$ cat config.mk
export PLATFORM = sky130hd
export DESIGN_NAME = bsg_dfi_cmd_tracker
export DESIGN_NICKNAME = d
export VERILOG_FILES = /design/src/rtl/bsg_dfi_cmd_tracker.sv
export SDC_FILE = /design/constraint.sdc
export NUM_CORES = 1
export LEC_CHECK = 0
export BUFFER_PORTS_ARGS = -buffer_cell sky130_fd_sc_hd__clkbuf_2
export CAP_MARGIN = 20
export CORE_MARGIN = 2
export CORE_UTILIZATION = 36
export DETAILED_ROUTE_END_ITERATION = 8
export HOLD_SLACK_MARGIN = 0.08
export PLACE_DENSITY_LB_ADDON = 0.2
export REMOVE_ABC_BUFFERS = 1
export SKIP_CTS_REPAIR_TIMING = 1
export SYNTH_ARGS = -nofsm -noshare
export SYNTH_HDL_FRONTEND = slang
export SYNTH_SLANG_ARGS = --single-unit
$ cat constraint.sdc
create_clock -name clk_i -period 2.1 [get_ports clk_i]
set_input_delay 0.21 -clock clk_i [delete_from_list [all_inputs] [get_ports clk_i]]
set_output_delay 0.21 -clock clk_i [all_outputs]
set_load 0.005 [all_outputs]
$ cat src/rtl/bsg_dfi_cmd_tracker.sv
// DFI-side DDR command decoder and bank tracker for the DMC emulation path.
// Emits {row, bank, col} commands via a 2-entry FIFO and returns read data at a fixed latency.
module bsg_dfi_cmd_tracker #(
    parameter int unsigned dq_data_width_p = 16,
    parameter int unsigned bank_width_p    = 3,
    parameter int unsigned row_width_p     = 14,
    parameter int unsigned col_width_p     = 10,
    parameter int unsigned rd_lat_p        = 2
) (
    input  logic                                               clk_i,
    input  logic                                               reset_n_i,
    input  logic                                               dfi_cs_n_i,
    input  logic                                               dfi_ras_n_i,
    input  logic                                               dfi_cas_n_i,
    input  logic                                               dfi_we_n_i,
    input  logic [bank_width_p-1:0]                            dfi_bank_i,
    input  logic [15:0]                                        dfi_address_i,
    input  logic                                               dfi_wrdata_en_i,
    input  logic [2*dq_data_width_p-1:0]                       dfi_wrdata_i,
    input  logic [(2*dq_data_width_p/8)-1:0]                   dfi_wrdata_mask_i,
    input  logic                                               dfi_rddata_en_i,
    output logic [2*dq_data_width_p-1:0]                       dfi_rddata_o,
    output logic                                               dfi_rddata_valid_o,
    output logic                                               cmd_v_o,
    output logic                                               cmd_we_o,
    output logic [row_width_p+bank_width_p+col_width_p-1:0]    cmd_addr_o,
    input  logic                                               cmd_ready_i,
    output logic                                               wr_v_o,
    output logic [2*dq_data_width_p-1:0]                       wr_data_o,
    output logic [(2*dq_data_width_p/8)-1:0]                   wr_mask_o,
    input  logic                                               rd_v_i,
    input  logic [2*dq_data_width_p-1:0]                       rd_data_i,
    output logic                                               rd_yumi_o,
    output logic [(1<<bank_width_p)-1:0]                       open_banks_o,
    output logic [15:0]                                        ref_count_o,
    output logic [3:0]                                         error_o
);

    localparam int unsigned data_w    = 2 * dq_data_width_p;
    localparam int unsigned mask_w    = data_w / 8;
    localparam int unsigned num_banks = 1 << bank_width_p;
    localparam int unsigned addr_w    = row_width_p + bank_width_p + col_width_p;
    localparam int unsigned cmd_w     = addr_w + 1;

    // Command decode
    logic is_act_c, is_rd_c, is_wr_c, is_pre_c, is_ref_c, is_rdwr_c;
    logic [2:0] code_c;

    always_comb begin
        code_c   = {dfi_ras_n_i, dfi_cas_n_i, dfi_we_n_i};
        is_act_c = 1'b0;
        is_rd_c  = 1'b0;
        is_wr_c  = 1'b0;
        is_pre_c = 1'b0;
        is_ref_c = 1'b0;
        if (!dfi_cs_n_i) begin
            case (code_c)
                3'b011:  is_act_c = 1'b1;
                3'b101:  is_rd_c  = 1'b1;
                3'b100:  is_wr_c  = 1'b1;
                3'b010:  is_pre_c = 1'b1;
                3'b001:  is_ref_c = 1'b1;
                default: ;
            endcase
        end
        is_rdwr_c = is_rd_c | is_wr_c;
    end

    // Bank table
    logic [num_banks-1:0]   open_q, open_d;
    logic [row_width_p-1:0] row_q [num_banks];
    logic                   bank_open_c;

    assign bank_open_c = open_q[dfi_bank_i];

    always_comb begin
        open_d = open_q;
        if (is_act_c) begin
            open_d[dfi_bank_i] = 1'b1;
        end else if (is_pre_c) begin
            if (dfi_address_i[10]) open_d = '0;
            else                   open_d[dfi_bank_i] = 1'b0;
        end
    end

    always_ff @(posedge clk_i or negedge reset_n_i) begin
        if (!reset_n_i) begin
            open_q <= '0;
            for (int i = 0; i < int'(num_banks); i++) row_q[i] <= '0;
        end else begin
            open_q <= open_d;
            if (is_act_c) row_q[dfi_bank_i] <= dfi_address_i[row_width_p-1:0];
        end
    end

    // 2-entry command FIFO; a dequeue frees a slot for a same-cycle enqueue
    logic [cmd_w-1:0] mem_q [2];
    logic             wptr_q, wptr_d, rptr_q, rptr_d;
    logic [1:0]       count_q, count_d;
    logic             deq_c, enq_c, full_c;
    logic [cmd_w-1:0] entry_c;

    assign cmd_v_o    = (count_q != 2'd0);
    assign cmd_we_o   = mem_q[rptr_q][cmd_w-1];
    assign cmd_addr_o = mem_q[rptr_q][addr_w-1:0];

    always_comb begin
        full_c  = (count_q == 2'd2);
        deq_c   = cmd_v_o & cmd_ready_i;
        enq_c   = is_rdwr_c & bank_open_c & (~full_c | deq_c);
        entry_c = {is_wr_c, row_q[dfi_bank_i], dfi_bank_i, dfi_address_i[col_width_p-1:0]};
        wptr_d  = enq_c ? ~wptr_q : wptr_q;
        rptr_d  = deq_c ? ~rptr_q : rptr_q;
        count_d = count_q + 2'(enq_c) - 2'(deq_c);
    end

    always_ff @(posedge clk_i or negedge reset_n_i) begin
        if (!reset_n_i) begin
            mem_q[0] <= '0;
            mem_q[1] <= '0;
            wptr_q   <= 1'b0;
            rptr_q   <= 1'b0;
            count_q  <= 2'd0;
        end else begin
            if (enq_c) mem_q[wptr_q] <= entry_c;
            wptr_q  <= wptr_d;
            rptr_q  <= rptr_d;
            count_q <= count_d;
        end
    end

    // Read latency pipeline
    logic [rd_lat_p-1:0] rd_pipe_q, rd_pipe_d;
    logic                rd_last_c;
    logic [data_w-1:0]   rddata_q;
    logic                rdvalid_q;

    assign rd_pipe_d = (rd_pipe_q << 1) | rd_lat_p'(dfi_rddata_en_i);
    assign rd_last_c = rd_pipe_q[rd_lat_p-1];
    assign rd_yumi_o = rd_last_c & rd_v_i;

    always_ff @(posedge clk_i or negedge reset_n_i) begin
        if (!reset_n_i) begin
            rd_pipe_q <= '0;
            rddata_q  <= '0;
            rdvalid_q <= 1'b0;
        end else begin
            rd_pipe_q <= rd_pipe_d;
            rdvalid_q <= rd_last_c;
            if (rd_last_c) rddata_q <= rd_v_i ? rd_data_i : '0;
        end
    end

    assign dfi_rddata_o       = rddata_q;
    assign dfi_rddata_valid_o = rdvalid_q;

    // Write data passthrough, errors and refresh counter
    logic              wr_v_q;
    logic [data_w-1:0] wr_data_q;
    logic [mask_w-1:0] wr_mask_q;
    logic [15:0]       ref_q;
    logic [3:0]        err_q, err_d;

    always_comb begin
        err_d = err_q | {rd_last_c & ~rd_v_i,
                         is_act_c & bank_open_c,
                         is_rdwr_c & ~bank_open_c,
                         is_rdwr_c & bank_open_c & full_c & ~deq_c};
    end

    always_ff @(posedge clk_i or negedge reset_n_i) begin
        if (!reset_n_i) begin
            wr_v_q    <= 1'b0;
            wr_data_q <= '0;
            wr_mask_q <= '0;
            ref_q     <= '0;
            err_q     <= '0;
        end else begin
            wr_v_q    <= dfi_wrdata_en_i;
            wr_data_q <= dfi_wrdata_i;
            wr_mask_q <= dfi_wrdata_mask_i;
            err_q     <= err_d;
            if (is_ref_c) ref_q <= ref_q + 16'd1;
        end
    end

    assign wr_v_o       = wr_v_q;
    assign wr_data_o    = wr_data_q;
    assign wr_mask_o    = wr_mask_q;
    assign open_banks_o = open_q;
    assign ref_count_o  = ref_q;
    assign error_o      = err_q;

    logic unused_addr_c;
    assign unused_addr_c = ^dfi_address_i;

endmodule

=== After elaboration in Yosys (flattened, before gate mapping) ===
Cells that the tools add are included.
W data, S select, Z words.

* Flip-flop bits (word level): 272
* Word-level logic and storage cells: 98
* Memory bits (read-only): 0
* Latch bits: 0
* Memory bits (writable): 0
* Bits of input ports: 97
* Output and inout bits: 128
* Memories: 0

* Shift-type cells: 0
* Bitwise operators: 25
* Mux-type cells: 30
* Add/subtract/negate cells: 3
* $lt $le $gt $ge: 7
* Reductions and logical operators: 5
* Div/mod/pow operators: 0
* Equal/unequal tests: 6
* Multipliers: 0

{| class="wikitable"
|+ Operator list
! cell !! number
|-
| $bwmux W112 || 1
|-
| $mux W28 || 4
|-
| $bwmux W56 || 1
|-
| $bmux W14 S3 || 1
|-
| $demux W14 S3 || 1
|-
| $mux W14 || 3
|-
| $mux W32 || 1
|-
| $demux W28 S1 || 1
|-
| $mux W8 || 3
|-
| $add A16 B1 Y16 const B || 1
|-
| $mux W1 || 12
|-
| $and A1 B1 Y1 || 9
|-
| $and A8 B8 Y8 || 1
|-
| $not A8 Y8 || 1
|-
| $or A8 B8 Y8 || 1
|-
| $eq A3 B2 Y1 const B || 2
|-
| $eq A3 B3 Y1 const B || 2
|-
| $not A1 Y1 || 6
|-
| $ge A2 B2 Y1 const B || 2
|-
| $ge A4 B4 Y1 const B || 1
|-
| $lt A3 B4 Y1 const B || 1
|-
| $lt A4 B1 Y1 const B || 1
|-
| $not A1 Y2 || 2
|-
| $not A3 Y4 || 1
|-
| other kinds (13) || 17
|}

=== Longest topological paths before layout ===
* Word-level depth: 9
* Mapped depth: 8
* Gate-level depth less buffers: 7

=== Worst setup path before layout ===
No wires, ideal clock.

* Path type: reg-to-reg
* Start: register open_q[1], in the netlist open_banks_o[1]
* End: register count_q[1]
* Setup time: 0.127 ns
* Arrival: 2.055 ns
* Path buffers: 0
* Path slack: -0.082 ns
* Stages on the path, launching flop included: 8
* Period minus slack after synthesis: 2.182 ns
* Data required time: 1.973 ns
* Cell sequence: dfrtp_1 mux2_1 mux4_2 o21ai_0 a21boi_0 nor2_1 ha_1 xnor2_1

* Longest elaborated chain between the ends: 6

{| class="wikitable"
|+ Ends and longest elaborated chain
! what !! RTL line !! RTL
|-
| from (decl) || 70 || <nowiki>logic [num_banks-1:0] open_q, open_d;</nowiki>
|-
| from (signal assigned) || 91 || <nowiki>open_q <= open_d;</nowiki>
|-
| $bmux W1 S3 || 74 || <nowiki>assign bank_open_c = open_q[dfi_bank_i];</nowiki>
|-
| $mux W1 (not written as such) || 74 ||
|-
| $and A1 B1 Y1 (2 in a row) || 110 || <nowiki>enq_c = is_rdwr_c & bank_open_c & (~full_c | deq_c);</nowiki>
|-
| $add A2 B1 Y2 || 114 || <nowiki>count_d = count_q + 2'(enq_c) - 2'(deq_c);</nowiki>
|-
| $sub A2 B1 Y2 || 114 ||
|-
| named net count_d[1] || 99 || <nowiki>logic [1:0] count_q, count_d;</nowiki>
|-
| to (signal assigned) || 128 || <nowiki>count_q <= count_d;</nowiki>
|-
| to (decl) || 99 ||
|}

The timed path passes the listed nets, and every way through them passes these cells. The select of a mux whose other input is x is not followed.
A chain may end at the register's enable or synchronous reset.

=== Worst setup path after layout ===
* Start: register open_q[0], in the netlist open_banks_o[0]
* End: register mem_q[6] in the netlist's numbering

* Longest elaborated chain between the ends: 4

{| class="wikitable"
|+ Ends and longest elaborated chain
! what !! RTL line !! RTL
|-
| $bmux W1 S3 || 74 ||
|-
| $mux W1 (not written as such) || 74 ||
|-
| $and A1 B1 Y1 (2 in a row) || 110 ||
|-
| to (signal, indexed assignment) || 125 || <nowiki>if (enq_c) mem_q[wptr_q] <= entry_c;</nowiki>
|-
| to (decl) || 97 || <nowiki>logic [cmd_w-1:0] mem_q [2];</nowiki>
|}

Every way passes these cells. The select of a mux whose other input is x is not followed.

==> summary.txt <==
Clock network
  • Root buffer cell: clkbuf_16
  • CTS tree: built
  • Clock Tree Buf Depth: 3
  • Number of clock buffers inserted by TritonCTS: 30
  • Num Clock Sinks: 272
  • CTS H-tree depth: 1
  • CTS clk-pin slew, worst paths: 60 ps
  • Clk_lat worst skew: 560 ps

Critical path
  • Reg2reg setup slack: -50 ps
  • Worst-path cell chain: mux2_4 > mux4_2 > o2111a_2 > buf_12 > mux2_4
  • Critical path required time: 2530 ps
  • Worst path top cell family by delay: multiplexers
  • Delay of the slowest cell on the worst path: 530 ps
  • Crit-path max FO: 25
  • Worst Reg-to-Reg Cells: 5
  • Critical path startpoint: open_banks_o[0]
  • Crit end category: register
  • Worst Path Buf+Inv: 1
  • Critical path launch point type: register
  • R2R Path Start: open_banks_o[0]
  • Most used cell, CP: mux2_4
  • Worst EP arrival: 2580 ps
  • WS Path Type: register to register
  • RR Endpoint: mem_q[6]
  • Crit-path slowest cell: mux4_2

Route
  • DR vias: 8,008
  • WL final: 28,400 µm
  • Wire per inst: 17.2 µm
  • First drt pass iteration count: 6
  • Vias/cell: 4.83
  • DR iter-0 viols: 331
  • DRC: 0
  • Antenna viol nets, final: 0

Synthesis
  • Yosys warning total: 0
  • Ys async rst share: 100%
  • Seq cells post-synth: 272
  • Gate Count Post-Synth: 876
  • Yosys cell types: 48
  • Avg Inst Size Synth: 13.0 µm²
  • Sequential element share of the synthesized area: 59.7%
  • Number of synthesized flops with an enable pin: 0
  • Mapped Area: 11,400 µm²
  • Synth Flop Type: dfrtp_1

Finish
  • Design area: 15,500 µm²
  • Area Overhead vs Synth: 35.8%
  • Fill count: 2,814
  • Final Non-Filler Cells: 1,657
  • Flip-flop and latch area: 6810 µm²
  • Most frequent cells in the layout: dfrtp_1, clkbuf_2, mux2_2
  • Share of cells above drive strength 1: 45.5%
  • Most common cell after layout, fill and taps aside: dfrtp_1
  • Multi-input gate area: 4280 µm²
  • Nets: 1,331

Timing
  • Max-slew violation count: 0
  • Final period util: 102%
  • PnR worst setup slack: -47.2 ps
  • Slew Limit Headroom: 58.5%
  • Hold WS: 65.6 ps
  • Unrepaired setup endpoints after global routing: yes
  • Worst Tran Pin Value: 621 ps
  • Final worst path period need: 2150 ps
  • Final setup viols: 10
  • Clock Skews: 18.5 ps
  • FMAX: 466 MHz
  • Fin. Hold Viols: 0

Min path
  • Min-Delay Path Depth: 2
  • Worst Hold Launch: dfi_address_i[9]
  • HP Class: input port to register
  • Min-Delay Endpoint: mem_q[9]

Global route
  • Global routing usage summed across all routing layers: 16.5%
  • Initial antenna violation count: 1
  • First-pass GRT wire length: 43,800 µm
  • Gr ovfl total: 0
  • Vias in the first global route: 8,046
  • Largest net degree at the start of global routing: 59

Floorplan
  • Number of core rows: 65
  • Starting Density: 36.3%
  • Chip Height: 182 µm
  • Die Area: 33,100 µm²
  • Die Width: 182 µm
  • I/O pins: 225
  • Core ar.: 31,400 µm²

Placed design
  • Post-DP HPWL: 18,600 µm
  • DP Cell Count: 1,513
  • Pre-CTS setup slack: -109 ps
  • I/O Buffers: 222
  • Gp weighted congestion: 0.729
  • Placed inst area: 13,500 µm²

Pwr
  • Sw Share: 25.7%
  • Pleak: 0.00758 µW
  • Sequential group share of total power: 43.8%
  • P_sw: 3880 µW
  • Clock share of power: 36.2%
  • Total internal power: 11,200 µW
  • Pwr dens: 973 nW/µm²
  • Peak VDD IR: 0.000729 V
  • Combinational group share of total power: 19.9%

Run status
  • Status: finished, violations left
  • Failing checks: negative setup slack

Run
  • Max_cap viols: 0
[cells in the mapped netlist, types with 5 or more instances]
| cell | number | area share (%) |
|---|---|---|
| a21oi_1 | 22 | 0.97 |
| a21oi_2 | 10 | 0.77 |
| a221oi_1 | 11 | 0.84 |
| a22o_1 | 5 | 0.38 |
| a22oi_1 | 6 | 0.39 |
| and3_1 | 6 | 0.33 |
| buf_1 | 19 | 0.63 |
| buf_2 | 14 | 0.61 |
| clkbuf_1 | 24 | 0.79 |
| dfrtp_1 | 272 | 60 |
| inv_1 | 38 | 1.3 |
| mux2_2 | 169 | 17 |
| mux2_4 | 11 | 1.4 |
| mux2i_1 | 13 | 1.1 |
| mux4_2 | 10 | 2.0 |
| nand2_1 | 35 | 1.2 |
| nand3_1 | 38 | 1.7 |
| nor2_1 | 36 | 1.2 |
| nor2b_1 | 7 | 0.38 |
| nor3_1 | 6 | 0.26 |
| o21ai_0 | 49 | 2.2 |
| or2_2 | 6 | 0.33 |
| xnor2_1 | 13 | 1.0 |
[power by group through the flow]
| stage | Clock (µW) | Sequential [µW] | Combinational, µW |
|---|---|---|---|
| after floorplan | 0 | 6640 | 1490 |
| after global placement | 0 | 6640 | 2780 |
| after detailed placement | 0 | 6660 | 2820 |
| after CTS | 5620 | 6580 | 2820 |
| after global routing | 5820 | 6720 | 3330 |
| final | 5460 | 6600 | 3010 |
[through the flow]
stage               setup TNS [ps]  util, %  total power (µW)
finish                        -309     49.3             15100
global route                 -1270     49.3             15900
CTS                           -999     46.1             15000
detailed placement           -1700     42.8              9480
global placement             -1030     42.8              9410
floorplan                   -24950        -              8130
[cell type report]
class,count,share of cell area (%)
clock inverter,10,0.970
inverter,38,0.921
sequential,272,44.0
multi-input combinational,504,27.6
tap,402,3.25
timing repair buffer,386,17.6
antenna,1,0.0162
clock buffer,44,5.65
[flip-flops by register name, indices dropped and copies added (netlist names)]
register and count:
ref_count_o 16, row_q 112, rptr_q 1, dfi_rddata_o 32
mem_q 56, count_q 2, wr_data_o 32, rd_pipe_q 2
wr_v_o 1, error_o 4, dfi_rddata_valid_o 1, wptr_q 1
wr_mask_o 4, open_banks_o 8
[logic make-up after synthesis]
| group | share of synthesized area (%) |
|---|---|
| DFF | 59.7 |
| buffers and inverters | 3.74 |
| adders and majority gates | 0.219 |
| muxes | 21.5 |
| xor gates and xnor gates | 1.31 |
| AOI/OAI and AO/OA | 7.20 |
| and+or+nand+nor | 6.40 |
[worst register-to-register path, cell delays in order, from the launching register on]
cell	delay (ps)
dfrtp_1	380
mux2_4	270
mux4_2	530
o2111a_2	330
buf_12	180
mux2_4	330
[metal layers]
metal  wire length [µm]  up-vias  track usage [%]
met4                601        0             4.35
met5                  0        -                0
met3               1610       39             3.71
li1                   -     3777                -
met2              13100      235             26.1
met1              13100     3957             23.0
[worst max path at each step]
stage	to	slack (ps)	cells after the start
4_1_cts	count_q[1]	-80	7
3_3_place_gp	mem_q[9]	-90	6
5_1_grt	mem_q[6]	-100	5
3_5_place_dp	count_q[1]	-110	8
6_report	mem_q[6]	-50	5
2_1_floorplan	mem_q[28]	-550	4
No activity file was read; power rests on OpenSTA's default activity.
